`src/rtl/uart_port_if.sv`:
```
// uart_port_if: CPU-side bus between the memory/IO bus controller and the UART.
//   rdn, wrn    active-low read/write strobes (driven by the master)
//   wdata[7:0]  byte to transmit, valid while wrn is low
//   rdata[7:0]  last received byte
//   rdata_oe    drive enable for rdata onto the shared bus
//   data_ready  a received byte is waiting
//   tbre        transmit holding register empty
//   tsre        transmit shift register empty (line idle)
interface uart_port_if;
    logic       rdn;
    logic       wrn;
    logic [7:0] wdata;
    logic [7:0] rdata;
    logic       rdata_oe;
    logic       data_ready;
    logic       tbre;
    logic       tsre;

    modport master (
        output rdn, wrn, wdata,
        input  rdata, rdata_oe, data_ready, tbre, tsre
    );

    modport slave (
        input  rdn, wrn, wdata,
        output rdata, rdata_oe, data_ready, tbre, tsre
    );
endinterface

```
`src/rtl/uart_port.sv`:
```
// uart_port: 8N1 UART responder replacing the board CPLD UART.
//   clk  system clock, rising edge
//   rst  asynchronous active-high reset
//   bus  uart_port_if.slave: strobes, write data, read data and status
//   txd  serial out, idle high
//   rxd  serial in, asynchronous to clk
//
//   state    | meaning
//   TX_IDLE  | line idle, waiting for a byte in the holding register
//   TX_START | driving the start bit
//   TX_DATA  | shifting out 8 data bits, LSB first
//   TX_STOP  | driving the stop bit; chains straight into the next byte
//   RX_IDLE  | waiting for a falling edge on the synchronised line
//   RX_START | half a bit in, confirming the start bit
//   RX_DATA  | sampling 8 data bits mid-bit, LSB first
//   RX_STOP  | sampling the stop bit; publish or discard the byte
module uart_port #(
    parameter int CLKS_PER_BIT = 434
) (
    input  logic         clk,
    input  logic         rst,
    uart_port_if.slave   bus,
    output logic         txd,
    input  logic         rxd
);
    localparam int CW = $clog2(CLKS_PER_BIT);
    localparam logic [CW-1:0] BIT_LAST  = CW'(CLKS_PER_BIT - 1);
    localparam logic [CW-1:0] HALF_LAST = CW'(CLKS_PER_BIT / 2 - 1);

    typedef enum logic [1:0] {TX_IDLE, TX_START, TX_DATA, TX_STOP} tx_state_t;
    typedef enum logic [1:0] {RX_IDLE, RX_START, RX_DATA, RX_STOP} rx_state_t;

    tx_state_t       tx_state_q, tx_state_d;
    logic [CW-1:0]   tx_cnt_q, tx_cnt_d;
    logic [2:0]      tx_bit_q, tx_bit_d;
    logic [7:0]      tx_shift_q, tx_shift_d;
    logic [7:0]      hold_q, hold_d;
    logic            tbre_q, tbre_d;
    logic            tsre_q, tsre_d;
    logic            txd_q, txd_d;

    rx_state_t       rx_state_q, rx_state_d;
    logic [CW-1:0]   rx_cnt_q, rx_cnt_d;
    logic [2:0]      rx_bit_q, rx_bit_d;
    logic [7:0]      rx_shift_q, rx_shift_d;
    logic [7:0]      rdata_q, rdata_d;
    logic            data_ready_q, data_ready_d;
    logic            rdata_oe_q, rdata_oe_d;

    logic            wrn_prev_q, wrn_prev_d;
    logic            rdn_prev_q, rdn_prev_d;
    logic            rxd_s1_q, rxd_s1_d;
    logic            rxd_s2_q, rxd_s2_d;
    logic            rxd_prev_q, rxd_prev_d;

    logic            write_edge;
    logic            read_release;

    assign write_edge   = wrn_prev_q & ~bus.wrn;
    assign read_release = ~rdn_prev_q & bus.rdn;

    always_comb begin
        tx_state_d   = tx_state_q;
        tx_cnt_d     = tx_cnt_q;
        tx_bit_d     = tx_bit_q;
        tx_shift_d   = tx_shift_q;
        hold_d       = hold_q;
        tbre_d       = tbre_q;
        tsre_d       = tsre_q;
        txd_d        = txd_q;
        rx_state_d   = rx_state_q;
        rx_cnt_d     = rx_cnt_q;
        rx_bit_d     = rx_bit_q;
        rx_shift_d   = rx_shift_q;
        rdata_d      = rdata_q;
        data_ready_d = data_ready_q;
        rdata_oe_d   = ~bus.rdn;
        wrn_prev_d   = bus.wrn;
        rdn_prev_d   = bus.rdn;
        rxd_s1_d     = rxd;
        rxd_s2_d     = rxd_s1_q;
        rxd_prev_d   = rxd_s2_q;

        // A write into a full holding register is silently dropped. The TX
        // side only reloads while tbre_q is 0, so the two never collide.
        if (write_edge && tbre_q) begin
            hold_d = bus.wdata;
            tbre_d = 1'b0;
        end

        case (tx_state_q)
            TX_IDLE: begin
                if (!tbre_q) begin
                    tx_shift_d = hold_q;
                    tbre_d     = 1'b1;
                    tsre_d     = 1'b0;
                    txd_d      = 1'b0;
                    tx_cnt_d   = BIT_LAST;
                    tx_state_d = TX_START;
                end
            end
            TX_START: begin
                if (tx_cnt_q == '0) begin
                    txd_d      = tx_shift_q[0];
                    tx_shift_d = tx_shift_q >> 1;
                    tx_bit_d   = 3'd0;
                    tx_cnt_d   = BIT_LAST;
                    tx_state_d = TX_DATA;
                end else begin
                    tx_cnt_d = tx_cnt_q - 1'b1;
                end
            end
            TX_DATA: begin
                if (tx_cnt_q == '0) begin
                    tx_cnt_d = BIT_LAST;
                    if (tx_bit_q == 3'd7) begin
                        txd_d      = 1'b1;
                        tx_state_d = TX_STOP;
                    end else begin
                        txd_d      = tx_shift_q[0];
                        tx_shift_d = tx_shift_q >> 1;
                        tx_bit_d   = tx_bit_q + 3'd1;
                    end
                end else begin
                    tx_cnt_d = tx_cnt_q - 1'b1;
                end
            end
            TX_STOP: begin
                if (tx_cnt_q == '0) begin
                    // Chain directly into the next start bit when a byte is waiting.
                    if (!tbre_q) begin
                        tx_shift_d = hold_q;
                        tbre_d     = 1'b1;
                        txd_d      = 1'b0;
                        tx_cnt_d   = BIT_LAST;
                        tx_state_d = TX_START;
                    end else begin
                        tsre_d     = 1'b1;
                        tx_state_d = TX_IDLE;
                    end
                end else begin
                    tx_cnt_d = tx_cnt_q - 1'b1;
                end
            end
            default: tx_state_d = TX_IDLE;
        endcase

        // Read release clears first so a byte landing on the same edge wins.
        if (read_release) begin
            data_ready_d = 1'b0;
        end

        case (rx_state_q)
            RX_IDLE: begin
                if (rxd_prev_q && !rxd_s2_q) begin
                    rx_cnt_d   = HALF_LAST;
                    rx_state_d = RX_START;
                end
            end
            RX_START: begin
                if (rx_cnt_q == '0) begin
                    if (!rxd_s2_q) begin
                        rx_bit_d   = 3'd0;
                        rx_cnt_d   = BIT_LAST;
                        rx_state_d = RX_DATA;
                    end else begin
                        rx_state_d = RX_IDLE;
                    end
                end else begin
                    rx_cnt_d = rx_cnt_q - 1'b1;
                end
            end
            RX_DATA: begin
                if (rx_cnt_q == '0) begin
                    rx_shift_d = {rxd_s2_q, rx_shift_q[7:1]};
                    rx_cnt_d   = BIT_LAST;
                    rx_bit_d   = rx_bit_q + 3'd1;
                    if (rx_bit_q == 3'd7) begin
                        rx_state_d = RX_STOP;
                    end
                end else begin
                    rx_cnt_d = rx_cnt_q - 1'b1;
                end
            end
            RX_STOP: begin
                if (rx_cnt_q == '0) begin
                    if (rxd_s2_q) begin
                        rdata_d      = rx_shift_q;
                        data_ready_d = 1'b1;
                    end
                    rx_state_d = RX_IDLE;
                end else begin
                    rx_cnt_d = rx_cnt_q - 1'b1;
                end
            end
            default: rx_state_d = RX_IDLE;
        endcase
    end

    always_ff @(posedge clk or posedge rst) begin
        if (rst) begin
            tx_state_q   <= TX_IDLE;
            tx_cnt_q     <= '0;
            tx_bit_q     <= 3'd0;
            tx_shift_q   <= 8'h00;
            hold_q       <= 8'h00;
            tbre_q       <= 1'b1;
            tsre_q       <= 1'b1;
            txd_q        <= 1'b1;
            rx_state_q   <= RX_IDLE;
            rx_cnt_q     <= '0;
            rx_bit_q     <= 3'd0;
            rx_shift_q   <= 8'h00;
            rdata_q      <= 8'h00;
            data_ready_q <= 1'b0;
            rdata_oe_q   <= 1'b0;
            wrn_prev_q   <= 1'b1;
            rdn_prev_q   <= 1'b1;
            rxd_s1_q     <= 1'b1;
            rxd_s2_q     <= 1'b1;
            rxd_prev_q   <= 1'b1;
        end else begin
            tx_state_q   <= tx_state_d;
            tx_cnt_q     <= tx_cnt_d;
            tx_bit_q     <= tx_bit_d;
            tx_shift_q   <= tx_shift_d;
            hold_q       <= hold_d;
            tbre_q       <= tbre_d;
            tsre_q       <= tsre_d;
            txd_q        <= txd_d;
            rx_state_q   <= rx_state_d;
            rx_cnt_q     <= rx_cnt_d;
            rx_bit_q     <= rx_bit_d;
            rx_shift_q   <= rx_shift_d;
            rdata_q      <= rdata_d;
            data_ready_q <= data_ready_d;
            rdata_oe_q   <= rdata_oe_d;
            wrn_prev_q   <= wrn_prev_d;
            rdn_prev_q   <= rdn_prev_d;
            rxd_s1_q     <= rxd_s1_d;
            rxd_s2_q     <= rxd_s2_d;
            rxd_prev_q   <= rxd_prev_d;
        end
    end

    assign txd            = txd_q;
    assign bus.rdata      = rdata_q;
    assign bus.rdata_oe   = rdata_oe_q;
    assign bus.data_ready = data_ready_q;
    assign bus.tbre       = tbre_q;
    assign bus.tsre       = tsre_q;
endmodule

```
`src/flat_wrapper.sv`:
```
// flat-port wrapper written by rule: the top's interface ports become plain ports
module uart_port_flat 
#(
    parameter int CLKS_PER_BIT = 434
)
  (clk, rst, txd, rxd, bus_rdn, bus_wrn, bus_wdata, bus_rdata, bus_rdata_oe, bus_data_ready, bus_tbre, bus_tsre);
  uart_port_if bus_i ();
  input  logic clk;
  input  logic rst;
  output logic txd;
  input  logic rxd;
  input wire logic [$bits(bus_i.rdn)-1:0] bus_rdn;
  input wire logic [$bits(bus_i.wrn)-1:0] bus_wrn;
  input wire logic [$bits(bus_i.wdata)-1:0] bus_wdata;
  output wire logic [$bits(bus_i.rdata)-1:0] bus_rdata;
  output wire logic [$bits(bus_i.rdata_oe)-1:0] bus_rdata_oe;
  output wire logic [$bits(bus_i.data_ready)-1:0] bus_data_ready;
  output wire logic [$bits(bus_i.tbre)-1:0] bus_tbre;
  output wire logic [$bits(bus_i.tsre)-1:0] bus_tsre;
  assign bus_i.rdn = bus_rdn;
  assign bus_i.wrn = bus_wrn;
  assign bus_i.wdata = bus_wdata;
  assign bus_rdata = bus_i.rdata;
  assign bus_rdata_oe = bus_i.rdata_oe;
  assign bus_data_ready = bus_i.data_ready;
  assign bus_tbre = bus_i.tbre;
  assign bus_tsre = bus_i.tsre;
  uart_port #(.CLKS_PER_BIT(CLKS_PER_BIT)) u_core (.clk(clk), .rst(rst), .bus(bus_i), .txd(txd), .rxd(rxd));
endmodule
```
`config.mk`:
```
export PLATFORM = sky130hd
export DESIGN_NAME = uart_port_flat
export DESIGN_NICKNAME = d
export VERILOG_FILES = /design/src/rtl/uart_port_if.sv /design/src/rtl/uart_port.sv /design/src/flat_wrapper.sv
export SDC_FILE = /design/constraint.sdc
export NUM_CORES = 1
export LEC_CHECK = 0
export ABC_AREA = 1
export BUFFER_PORTS_ARGS = -buffer_cell sky130_fd_sc_hd__buf_2
export CORE_MARGIN = 4
export CORE_UTILIZATION = 55
export CTS_CLUSTER_SIZE = 16
export DETAILED_ROUTE_END_ITERATION = 8
export PLACE_DENSITY = 0.77
export SLEW_MARGIN = 10
export SYNTH_ARGS = -nofsm -noshare
export SYNTH_HDL_FRONTEND = slang
export SYNTH_SLANG_ARGS = --single-unit
export TNS_END_PERCENT = 50
```
`constraint.sdc`:
```
create_clock -name clk -period 3.4 [get_ports clk]
set_input_delay 0 -clock clk [delete_from_list [all_inputs] [get_ports clk]]
set_output_delay 0 -clock clk [all_outputs]
set_load 0.05 [all_outputs]
```
==> results of run 1 <==
==> cell usage after synthesis, types with 4 or more instances <==
cell | number | area share
buf_6 | 4 | 0.012
nor2_2 | 6 | 0.010
mux2i_1 | 7 | 0.019
nand3_1 | 25 | 0.034
ha_1 | 15 | 0.051
nor2_1 | 27 | 0.028
nand3_2 | 4 | 0.011
a21oi_1 | 4 | 0.0054
nand4_1 | 5 | 0.0085
dfrtp_1 | 62 | 0.42
dfstp_2 | 8 | 0.057
o21ai_2 | 25 | 0.059
nand2_1 | 130 | 0.13
inv_1 | 55 | 0.056
o21ai_0 | 28 | 0.038
==> metal layers <==
| metal | vias up | part of all wire | track usage |
|---|---|---|---|
| met5 | - | 0 | 0 |
| met4 | 0 | 0.012 | 0.0740 |
| met3 | 9 | 0.052 | 0.0501 |
| met2 | 81 | 0.47 | 0.305 |
| met1 | 1366 | 0.46 | 0.243 |
| li1 | 1475 | - | - |
==> flip-flops by register name, indices dropped and copies added, names as in the netlist, 2 cells and up, named ones only <==
signal and cells:
u_core.bus.rdata 8, u_core.tx_state_q 2, u_core.hold_q 8, u_core.rx_bit_q 3, u_core.tx_shift_q 8, u_core.rx_cnt_q 9
u_core.tx_bit_q 3, u_core.tx_cnt_q 9, u_core.rx_shift_q 8
==> worst min path at each step <==
stage and endpoint:
2_1_floorplan u_core.rdn_prev_q$_DFF_PP1_, 3_3_place_gp u_core.rxd_s1_q$_DFF_PP1_, 3_5_place_dp u_core.rxd_s1_q$_DFF_PP1_, 4_1_cts u_core.rxd_s1_q$_DFF_PP1_, 5_1_grt u_core.rdn_prev_q$_DFF_PP1_, 6_report u_core.rxd_s1_q$_DFF_PP1_
==> repair_timing <==
action,in CTS,in global routing
hold endpoints to repair,50,0
hold buffers,12,0
setup buffers,0,0
==> area by class of cell <==
class,count,share of cell area
flip-flops and latches,70,0.418
repair buffers,38,0.0600
clock buffers,11,0.0359
multi-input cells,299,0.393
inverters,57,0.0508
well taps,77,0.0229
clock inverters,5,0.0193
==> kinds of logic after synthesis <==
family	count (synthesis)	synth area share
XOR/XNOR	5	0.0119
adder cells (fa/ha/maj)	15	0.0509
multiplexers	7	0.0190
AND/OR/NAND/NOR	202	0.238
buffers and inverters	63	0.0727
AO/OA/AOI/OAI	70	0.130
flip-flops	70	0.478
==> metrics by stage <==
stage	utilization	std cells
2_1_floorplan	-	432
3_3_place_gp	0.601	529
3_5_place_dp	0.601	529
4_1_cts	0.656	557
5_1_grt	0.656	557
6_report	0.656	557
==> where the power goes <==
group          switching (mW)  internal (mW)  leakage, nW  total (mW)
registers               0.206           1.08        0.896        1.29
logic                    1.10          0.591         1.08        1.69
clock network           0.320          0.453        0.116       0.773
==> results.py, run 1 <==
metrics = {
    "yosys": {
        "synth_nets": 460,
        "syn_avg_cell_area_sq_um": 8.53,
        "synth_seq_cells": 70,
        "synth_edf_count": 0,
        "async_flop_share": 1.00,
        "synth_ff_type": "dfrtp_1",
        "syn_inst": 432,
        "yosysSeqAreaShare": 0.478,
        "syn-cell-area_sq_um": 3680,
        "ys_warn_count": 0,
        "yosys.cell_types.count": 30,
    },
    "drt": {
        "via_per_inst": 5.26,
        "drc": 0,
        "routed_wl_mm": 7.12,
        "drtAntennaViolNets": 0,
        "vias": 2931,
        "dr.pass1.iters": 5,
        "first_iter_violations": 169,
        "wire_per_inst_um": 12.8,
    },
    "floorplanning": {
        "die-width_um": 89.9,
        "ios": 26,
        "dieArea_sq_um": 8070,
        "rows": 29,
        "core_area_sq_um": 6420,
        "initial_utilization": 0.574,
        "die_h_um": 89.9,
    },
    "cts": {
        "cts_sinks": 70,
        "cts-root-buf": "clkbuf_8",
        "post_cts_resize_count": 0,
        "path_clk_slew_ns": 0.08,
        "cts_buffers": 9,
        "ctsLongestPathBuffers": 2,
        "htreeDepth": 3,
        "clock_latency_ns": 0.34,
        "cts_tree": "yes",
    },
    "setup_path": {
        "required_ns": 3.62,
        "critical_path.cell_chain": "inv_1, ha_1, inv_1, nand2_1, nand3_4, nand2_1, o21ai_2",
        "startpoint": "u_core.tx_state_q[0]$_DFFE_PP0P_",
        "critPathBufInv": 2,
        "cp-endpoint": "u_core.tx_shift_q[5]$_DFFE_PP0P_",
        "critical-path-max-stage-delay_ns": 0.66,
        "critPathCaptureType": "flop",
        "timing.critical_path.depth": 7,
        "worstPathArrival_ns": 2.36,
        "critical_path_class": "flop to flop",
        "worstReg2RegEnd": "u_core.tx_shift_q[5]$_DFFE_PP0P_",
        "rr_startpoint": "u_core.tx_state_q[0]$_DFFE_PP0P_",
        "startpoint_type": "flop",
        "cp_top_family": "adder cells",
        "rrSetupSlack_ns": 1.27,
        "reg2reg_depth": 7,
        "path_max_fanout": 16,
        "crit_path_top_delay_cell": "ha_1",
    },
    "sta": {
        "layout_setup_ws_ns": 1.27,
        "setup-tns-final_ns": 0,
        "finalClockSkew_ns": 0.0106,
        "post-route-period-util": 0.628,
        "period_minus_slack_ns": 2.13,
        "tightest_slew_ns": 0.863,
        "hold_viol": 0,
        "max_freq_ghz": 0.469,
        "hold_slack_ns": 0.300,
        "setup_violations": 0,
        "rsz0062_at_grt": "false",
        "maxSlewHeadroom": 0.424,
        "drv_slew": 0,
    },
    "global_route": {
        "grt_start_max_net_pins": 45,
        "grt_pass1_wl_mm": 12.7,
        "grt_usage": 0.188,
        "grt_remaining_overflow": 0,
        "grt_pass1_vias": 2912,
        "antenna_found_initial": 0,
    },
    "finish": {
        "fin_nets": 503,
        "seqCellArea_sq_um": 1760,
        "antenna_cells": 0,
        "drive_gt1_frac": 0.192,
        "multi_input_area_sq_um": 1660,
        "design_area_sq_um": 4210,
        "num-fill-cells": 506,
        "area_growth_pct": 14.3,
        "final_cell_mix": "130 x nand2_1, 62 x dfrtp_1, 54 x inv_1",
        "layout_commonest_cell": "nand2_1",
    },
    "run_status": {
        "status": "complete, no violations",
    },
    "power": {
        "power_mw": 3.75,
        "peakVddDrop_mv": 0.396,
        "leakagePower_nw": 2.09,
        "p_per_area_nw_per_um2": 891,
    },
    "placement": {
        "gp_congestion": 0.878,
        "hpwl_mm": 4.96,
        "pre_cts_ws_ns": 1.32,
        "io_buffers": 25,
        "dpl_cell_area_sq_um": 3860,
    },
    "hold_path": {
        "whs_path_depth": 2,
        "min_path_type": "primary input to flop",
        "hold_start": "rxd",
    },
    "job": {
        "maxCapViolations": 0,
    },
}
Power figures use the tool's default switching activity.
==> run 2, diff against run 1 <==
--- a/config.mk
+++ b/config.mk
@@ -5,13 +5,13 @@
 export SDC_FILE = /design/constraint.sdc
 export NUM_CORES = 1
 export LEC_CHECK = 0
-export ABC_AREA = 1
+export ABC_AREA = 0
 export BUFFER_PORTS_ARGS = -buffer_cell sky130_fd_sc_hd__buf_2
 export CORE_MARGIN = 4
-export CORE_UTILIZATION = 55
+export CORE_UTILIZATION = 54
 export CTS_CLUSTER_SIZE = 16
 export DETAILED_ROUTE_END_ITERATION = 8
-export PLACE_DENSITY = 0.77
+export PLACE_DENSITY = 0.78
 export SLEW_MARGIN = 10
 export SYNTH_ARGS = -nofsm -noshare
 export SYNTH_HDL_FRONTEND = slang
==> constraint.sdc (replaced) <==
create_clock -name clk -period 1.74 [get_ports clk]
set_input_delay 0 -clock clk [delete_from_list [all_inputs] [get_ports clk]]
set_output_delay 0 -clock clk [all_outputs]
set_load 0.05 [all_outputs]
==> results.py, run 2 <==
metrics = {
    "run_status": {
        "status": "finished with violations",
        "violations": "setup timing",
    },
    "floorplanning": {
        "die_h_um": 89.4,
        "ios": 26,
        "die-width_um": 89.4,
        "initial_utilization": 0.560,
        "rows": 29,
        "dieArea_sq_um": 7990,
        "core_area_sq_um": 6390,
    },
    "finish": {
        "area_growth_pct": 41.9,
        "drive_gt1_frac": 0.501,
        "antenna_cells": 0,
        "fin_nets": 456,
        "largestRegisters": "u_core.rx_cnt_q (9), u_core.tx_cnt_q (9)",
        "final_cell_mix": "62 x dfrtp_1, 61 x buf_4, 25 x buf_2",
        "layout_commonest_cell": "dfrtp_1",
    },
    "drt": {
        "drtAntennaViolNets": 0,
        "via_per_inst": 6.39,
        "vias": 3261,
        "drc": 0,
        "dr.pass1.iters": 5,
        "wire_per_inst_um": 22.3,
        "routed_wl_mm": 11.4,
        "first_iter_violations": 227,
    },
    "job": {
        "maxCapViolations": 0,
    },
    "setup_path": {
        "crit_path_top_delay_cell": "dfrtp_1",
        "critPathBufInv": 2,
        "cp-endpoint": "u_core.bus.rdata[5]$_DFFE_PP0P_",
        "critical_path.cell_chain": "inv_1, ha_4, nor4b_4, and4_4, buf_12, mux2_4",
        "rrSetupSlack_ns": -0.20,
        "worstPathArrival_ns": 2.17,
        "critical-path-max-stage-delay_ns": 0.41,
        "reg2reg_depth": 6,
        "startpoint": "u_core.rx_cnt_q[1]$_DFFE_PP0P_",
        "critPathCaptureType": "flop",
        "startpoint_type": "flop",
        "path_max_fanout": 5,
        "required_ns": 1.97,
        "rr_startpoint": "u_core.rx_cnt_q[1]$_DFFE_PP0P_",
        "critical_path_class": "flop to flop",
        "worstReg2RegEnd": "u_core.bus.rdata[5]$_DFFE_PP0P_",
        "cp_top_family": "simple AND/OR/NAND/NOR gates",
        "timing.critical_path.depth": 6,
    },
    "sta": {
        "max_freq_ghz": 0.516,
        "period_minus_slack_ns": 1.94,
        "setup_violations": 35,
        "maxSlewHeadroom": 0.723,
        "drv_slew": 0,
        "post-route-period-util": 1.11,
        "hold_viol": 0,
        "layout_setup_ws_ns": -0.197,
        "rsz0062_at_grt": "true",
        "tightest_slew_ns": 0.411,
        "finalClockSkew_ns": 0.0109,
    },
    "yosys": {
        "syn-cell-area_sq_um": 3570,
        "synth_edf_count": 0,
        "syn_inst": 322,
        "yosysSeqAreaShare": 0.493,
        "synth_seq_cells": 70,
        "ys_warn_count": 0,
        "synthTopCellsByArea": "dfrtp_1 43%, mux2_2 12%, dfstp_2 5.9%, ha_1 5.3%, o21ai_0 2.7%",
        "synth_ff_type": "dfrtp_1",
        "synth_common_cells": "62 x dfrtp_1, 38 x mux2_2, 22 x inv_1",
        "synth_nets": 350,
        "yosys.cell_types.count": 58,
        "synth_largest_area_cell": "dfrtp_1",
        "synth_most_common_cell": "dfrtp_1",
        "async_flop_share": 1.00,
        "yosysTopAreaCellShare": 0.434,
        "syn_avg_cell_area_sq_um": 11.1,
    },
    "power": {
        "leakagePower_nw": 2.36,
        "power_mw": 5.66,
        "peakVddDrop_mv": 1.26,
        "p_per_area_nw_per_um2": 1120,
    },
    "cts": {
        "ctsLongestPathBuffers": 2,
        "cts-root-buf": "clkbuf_8",
        "cts_sinks": 70,
        "htreeDepth": 3,
        "clock_latency_ns": 0.35,
        "path_clk_slew_ns": 0.08,
        "cts_tree": "yes",
        "cts_buffers": 9,
    },
    "global_route": {
        "grt_pass1_wl_mm": 15.0,
        "grt_usage": 0.247,
        "grt_pass1_vias": 3119,
        "antenna_found_initial": 0,
        "grt_remaining_overflow": 0,
        "grt_start_max_net_pins": 71,
    },
    "hold_path": {
        "min_path_type": "primary input to flop",
    },
    "placement": {
        "io_buffers": 25,
        "pre_cts_ws_ns": -0.116,
        "hpwl_mm": 5.47,
        "gp_congestion": 0.848,
    },
}
run 2: layout make-up:
| cell class | count | area [sq um] |
|---|---|---|
| Clock buffer | 10 | 138 |
| Clock inverter | 6 | 92.6 |
| Fill cell | 316 | 1310 |
| Inverter | 22 | 86.3 |
| Multi-Input combinational cell | 217 | 2050 |
| Sequential cell | 70 | 1760 |
| Tap cell | 77 | 96.3 |
| Timing Repair Buffer | 108 | 853 |
run 2: worst min-delay path by stage:
stage,start,end,depth (start not counted)
2_1_floorplan,bus_rdn,u_core.rdn_prev_q$_DFF_PP1_,0
3_3_place_gp,rxd,u_core.rxd_s1_q$_DFF_PP1_,1
3_5_place_dp,rxd,u_core.rxd_s1_q$_DFF_PP1_,1
4_1_cts,bus_wrn,u_core.wrn_prev_q$_DFF_PP1_,2
5_1_grt,rxd,u_core.rxd_s1_q$_DFF_PP1_,2
6_report,rxd,u_core.rxd_s1_q$_DFF_PP1_,2
run 2: kinds of logic after synthesis:
kind of cell             synth area share
AO/OA/AOI/OAI                       0.166
buffers and inverters              0.0389
XOR/XNOR                          0.00245
multiplexers                        0.134
AND/OR/NAND/NOR                     0.113
adder cells (fa/ha/maj)            0.0525
flip-flops                          0.493
run 2: power by group:
group          internal (mW)  switching, mW  leakage (nW)  total (mW)
Combinational           1.05           1.14          1.35        2.19
Clock                  0.854          0.681         0.109        1.54
Sequential              1.78          0.149         0.904        1.93
run 2: through the flow:
stage	util	instances	hold WS (ns)	TNS (ns)	cell area, sq um
final	0.794	510	0.297	-3.55	5070
after CTS	0.732	493	0.288	-0.798	4680
after detailed placement	0.658	464	0.113	-1.87	4200
after global placement	0.658	464	0.113	-0.638	4200
after global routing	0.794	510	0.313	-4.92	5070
after floorplan	-	322	0.00448	-0.237	3620
run 2: timing repair:
action / 4_1_cts / 5_1_grt
hold endpoints to repair: 74 / 0
gates cloned: 1 / 1
gates resized for setup: 29 / 66
pin swaps: 7 / 14
setup buffers: 0 / 16
hold buffers: 12 / 0
setup endpoints to repair: 37 / 51
run 2: layer usage:
layer	global-route usage	wire length [um]
met5	0	0
met4	0.0825	373
met3	0.0664	731
met2	0.428	6030
met1	0.297	4250
